### config.mk
export PLATFORM = sky130hd
export DESIGN_NAME = sar_search
export DESIGN_NICKNAME = d
export VERILOG_FILES = /design/src/rtl/sar_pkg.sv /design/src/rtl/sar_bounds.sv /design/src/rtl/sar_search.sv
export SDC_FILE = /design/constraint.sdc
export NUM_CORES = 1
export LEC_CHECK = 0
export ABC_AREA = 1
export BUFFER_PORTS_ARGS = -buffer_cell sky130_fd_sc_hd__buf_2
export CORE_MARGIN = 2
export CORE_UTILIZATION = 35
export CTS_CLUSTER_SIZE = 12
export DETAILED_ROUTE_END_ITERATION = 8
export GPL_ROUTABILITY_DRIVEN = 0
export SYNTH_ARGS = -nofsm -noshare
export SYNTH_HDL_FRONTEND = slang
export SYNTH_SLANG_ARGS = --single-unit
### constraint.sdc
create_clock -name Clk -period 5.7 [get_ports Clk]
set_input_delay 0.57 -clock Clk [delete_from_list [all_inputs] [get_ports Clk]]
set_output_delay 0.57 -clock Clk [all_outputs]
set_load 0.02 [all_outputs]
### src/rtl/sar_pkg.sv
// Shared types and constants for the successive-approximation search controller.
package sar_pkg;

  typedef enum logic [1:0] {
    IDLE   = 2'd0,
    PROBE  = 2'd1,
    FINISH = 2'd2
  } state_t;

  // Comparator flags packed as {gt, lt, eq}; a legal response is exactly one of these.
  localparam logic [2:0] FLAG_GT = 3'b100;
  localparam logic [2:0] FLAG_LT = 3'b010;
  localparam logic [2:0] FLAG_EQ = 3'b001;

  // Step counter width: must hold DATAWIDTH+1 without wrapping.
  function automatic int step_w(input int dw);
    return $clog2(dw + 2);
  endfunction

endpackage

### src/rtl/sar_bounds.sv
// Combinational bound update: narrows [lo,hi] around the current probe and
// proposes the next midpoint, flagging any response that cannot be honoured.
module sar_bounds
  import sar_pkg::*;
#(
  parameter int DATAWIDTH = 8
) (
  input  logic [DATAWIDTH-1:0] lo,
  input  logic [DATAWIDTH-1:0] hi,
  input  logic [DATAWIDTH-1:0] probe,
  input  logic [2:0]           flags,
  output logic [DATAWIDTH-1:0] next_lo,
  output logic [DATAWIDTH-1:0] next_hi,
  output logic [DATAWIDTH-1:0] next_mid,
  output logic                 bound_err
);

  localparam logic [DATAWIDTH-1:0] MAX = '1;
  localparam logic [DATAWIDTH:0]   ONE = (DATAWIDTH + 1)'(1);

  logic [DATAWIDTH:0] lo_ext;
  logic [DATAWIDTH:0] hi_ext;
  logic [DATAWIDTH:0] sum;

  // One extra bit keeps probe+1 and lo+hi exact, so lo>hi and the midpoint never wrap.
  always_comb begin
    lo_ext    = {1'b0, lo};
    hi_ext    = {1'b0, hi};
    bound_err = 1'b0;
    case (flags)
      FLAG_EQ: bound_err = 1'b0;
      FLAG_LT: begin
        lo_ext = {1'b0, probe} + ONE;
        if (probe == MAX) bound_err = 1'b1;
      end
      FLAG_GT: begin
        hi_ext = {1'b0, probe} - ONE;
        if (probe == '0) bound_err = 1'b1;
      end
      default: bound_err = 1'b1;
    endcase
    if (lo_ext > hi_ext) bound_err = 1'b1;
    sum = lo_ext + hi_ext;
  end

  assign next_lo  = lo_ext[DATAWIDTH-1:0];
  assign next_hi  = hi_ext[DATAWIDTH-1:0];
  assign next_mid = DATAWIDTH'(sum >> 1);

endmodule

### src/rtl/sar_search.sv
// Binary-search initiator: drives probe into an external comparator and walks
// the gt/lt/eq responses down to the comparator's hidden operand.
module sar_search
  import sar_pkg::*;
#(
  parameter int DATAWIDTH = 8
) (
  input  logic                 Clk,
  input  logic                 Rst_n,
  input  logic                 start,
  input  logic                 gt,
  input  logic                 lt,
  input  logic                 eq,
  output logic [DATAWIDTH-1:0] probe,
  output logic [DATAWIDTH-1:0] result,
  output logic                 busy,
  output logic                 done,
  output logic                 err
);

  localparam int                   STEP_W    = step_w(DATAWIDTH);
  localparam logic [DATAWIDTH-1:0] MAX       = '1;
  localparam logic [DATAWIDTH-1:0] MID0      = MAX >> 1;
  localparam logic [STEP_W-1:0]    LAST_STEP = STEP_W'(DATAWIDTH);

  state_t                state;
  logic [DATAWIDTH-1:0]  lo;
  logic [DATAWIDTH-1:0]  hi;
  logic [STEP_W-1:0]     step;

  logic [DATAWIDTH-1:0]  next_lo;
  logic [DATAWIDTH-1:0]  next_hi;
  logic [DATAWIDTH-1:0]  next_mid;
  logic                  bound_err;

  sar_bounds #(
    .DATAWIDTH(DATAWIDTH)
  ) u_bounds (
    .lo       (lo),
    .hi       (hi),
    .probe    (probe),
    .flags    ({gt, lt, eq}),
    .next_lo  (next_lo),
    .next_hi  (next_hi),
    .next_mid (next_mid),
    .bound_err(bound_err)
  );

  always_ff @(posedge Clk or negedge Rst_n) begin
    if (!Rst_n) begin
      state  <= IDLE;
      lo     <= '0;
      hi     <= '0;
      step   <= '0;
      probe  <= '0;
      result <= '0;
      busy   <= 1'b0;
      done   <= 1'b0;
      err    <= 1'b0;
    end else begin
      done <= 1'b0;
      case (state)
        IDLE: begin
          if (start) begin
            state <= PROBE;
            lo    <= '0;
            hi    <= MAX;
            probe <= MID0;
            step  <= '0;
            busy  <= 1'b1;
            err   <= 1'b0;
          end
        end
        PROBE: begin
          // A non-eq answer on the last permitted step means the comparator lied.
          if (bound_err || (!eq && step == LAST_STEP)) begin
            result <= '0;
            err    <= 1'b1;
            busy   <= 1'b0;
            done   <= 1'b1;
            state  <= FINISH;
          end else if (eq) begin
            result <= probe;
            err    <= 1'b0;
            busy   <= 1'b0;
            done   <= 1'b1;
            state  <= FINISH;
          end else begin
            lo    <= next_lo;
            hi    <= next_hi;
            probe <= next_mid;
            step  <= step + 1'b1;
          end
        end
        FINISH: state <= IDLE;
        default: state <= IDLE;
      endcase
    end
  end

endmodule

==> run_results.csv <==
group,metric,value,unit
setup_path,cp-start-kind,"flip-flop",
setup_path,arrival,4210,ps
final_layout,final_layout_size_suffix_gt1_share,11.17,%
yosys,syn_inst,391,
routing,drc,0,
pwr,power,1.040,mW
final_layout,layout_common_cells,"nand2_1, nor2_1, inv_1",
global_routing,grt_first_pass_wirelength,11240,um
routing,via_count,2507,
yosys,ys_seq_area_share,36.48,%
global_routing,met2_usage,25.66,%
routing,wl_per_cell,12.92,um
final_layout,nNetsFinal,441,
global_routing,grt-ovfl-total,0,
clocking,root_buffer,"clkbuf_8",
final_layout,multi_input_area,1514,um^2
routing,drt_iter0_drc,175,
routing,ant_nets,0,
global_routing,use_met3,2.417,%
setup_path,required,5910,ps
setup_path,cp_max_fo,29,
routing,dr.pass1.iters,4,
placed_design,hpwl,5057,um
yosys,synth_flop_cell,"dfrtp_1",
clocking,clock_latency,290,ps
global_routing,antenna_found_initial,0,
final_layout,utilization,39.51,%
setup_path,r2r-end,"probe[6]",
setup_path,reg2reg_slack,1690,ps
global_routing,grt_pass1_vias,2360,
timing,setup_tns,0,ps
setup_path,rr_worst_depth,19,
timing,slew_headroom,38.50,%
final_layout,final_common_cell,"nand2_1",
floorplanning,die_w,93.65,um
timing,fin_crit_sh,70.29,%
clocking,cts_buffer_depth,2,
clocking,cts_tree,"done",
yosys,yosysUniqueCellTypes,32,
final_layout,final-seq-area,1026,um^2
run,maxCapViolations,0,
global_routing,use_met1,22.92,%
clocking,htree_levels,2,
pwr,ir_worst_vdd,96.17,uV
yosys,synthesis.nets,420,
routing,wl,6639,um
floorplanning,ios,25,
clocking,postCtsHoldBufs,0,
pwr,p_leak,1.595,nW
timing,fmax,0.2496,GHz
timing,setup_viol,0,
placed_design,io_buffers,24,
routing,via_per_inst,4.877,
final_layout,n_fill_cell,826,
timing,setup_ws,1694,ps
pwr,power_per_cell_area,338.9,nW/um^2
timing,hold_viol_final,0,
setup_path,worstSetupPathType,"flip-flop to flip-flop",
global_routing,busiest_layer,"met2",
yosys,ys_warn_count,0,
final_layout,fin_area,3069,um^2
floorplanning,rows,32,
timing,maxSlewViolCount,0,
yosys,syn_avg_cell_area,7.194,um^2
final_layout,areaGrowthSynthToFinish,9.119,%
yosys,synth_enable_flop_cells,0,
clocking,postCtsSetupRepairBufs,0,
setup_path,critPathCaptureType,"flip-flop",
timing,period_needed,4006,ps
min_path,min_path_type,"input port to async pin",
placed_design,placed_area,2983,um^2
clocking,clock-sinks,41,
placed_design,dp_slack,1572,ps
timing,worst_clock_skew,9.918,ps
setup_path,rr_startpoint,"probe[0]",
clocking,cts_inserted_buffers,5,
clocking,clkTransAtPathRegs,80,ps
yosys,async_reset_ff_share,100.0,%
yosys,synthesis.area,2813,um^2
global_routing,grt_usage,16.07,%
yosys,synth.ff_latch_count,41,
global_routing,grt_max_degree,42,
timing,rsz0062_at_grt,"false",
floorplanning,start_util,36.21,%
clocking,cts_resized,0,
run_status,outcome,"finished, final reports clean",
floorplanning,core_area,7767,um^2
floorplanning,die_area,8769,um^2
floorplanning,die_h,93.65,um
timing,worst_pin_slew,922.6,ps
final_layout,n_antenna_cell,0,
-- cells in the mapped netlist (5+ instances only) --
library cell,count,share of area (%)
nand2_1,94,13
nor2_1,60,8.0
inv_1,46,6.1
dfrtp_1,41,36
nand3_1,35,6.2
ha_1,22,9.8
o21ai_0,19,3.4
a21oi_1,8,1.4
nor3_1,8,1.4
o21ai_1,6,1.1
buf_2,5,0.89
inv_2,5,0.67
nand4_1,5,1.1
-- stage by stage --
step | hold slack, ps | std cells
6_report | 417.7 | 514
5_1_grt | 477.9 | 514
4_1_cts | 446.0 | 514
3_5_place_dp | 453.9 | 507
3_3_place_gp | 449.0 | 507
2_1_floorplan | 274.4 | 391
-- area by class of cell --
class | instances | area share, %
Timing Repair Buffer | 24 | 3.914
Multi-Input combinational cell | 288 | 49.33
Clock buffer | 7 | 2.813
Sequential cell | 41 | 33.43
Inverter | 52 | 6.360
Tap cell | 102 | 4.158
-- how the worst max path moves through the flow --
stage	from	end	slack (ps)	cells past startpoint
after global placement	eq	lo[6]	1700	15
after floorplan	probe[0]	hi[0]	2850	23
after detailed placement	eq	lo[5]	1570	15
after global routing	probe[0]	probe[6]	1230	19
after CTS	probe[0]	lo[5]	1690	21
final	probe[0]	probe[6]	1690	19
-- routing by layer --
layer,vias to the layer above,wire [um]
met1,1150,3264
met5,-,0
met3,6,414
li1,1290,-
met4,0,63
met2,61,2896
-- kinds of logic (layout without fill, tap and decap cells) --
group	count (synthesis)	in the layout	share of synthesized area, %
XOR/XNOR	5	5	1.557
AO/OA/AOI/OAI	44	44	8.541
buffers and inverters	62	83	9.697
adder cells (fa/ha/maj)	23	23	10.50
flip-flops	41	41	36.48
AND/OR/NAND/NOR	216	216	33.23
-- where the power goes --
group | internal, mW | switching [mW] | total [mW]
clock | 0.0961 | 0.0947 | 0.191
combinational | 0.140 | 0.300 | 0.439
sequential | 0.348 | 0.0619 | 0.410
total | 0.584 | 0.456 | 1.04
-- flip-flops by register name, summed over array words and instances (netlist names) --
| signal | count |
|---|---|
| busy | 1 |
| done | 1 |
| err | 1 |
| hi | 8 |
| lo | 8 |
| probe | 8 |
| result | 8 |
| state | 2 |
| step | 4 |
-- critical path, cell delays in order, from the launching register on --
cell,delay (ps)
dfrtp_1,510
inv_1,160
ha_1,170
nand2_1,90
nor2_2,160
nand2_1,100
o21ai_0,150
nand3_1,80
o21ai_0,130
inv_1,100
ha_1,350
nor2_1,210
nand2_1,80
nor2_1,130
nand3_1,90
nand2_1,120
nand3_2,480
nand2_2,580
nand2_1,120
o21ai_0,100
No activity file was read; power rests on OpenSTA's default activity.
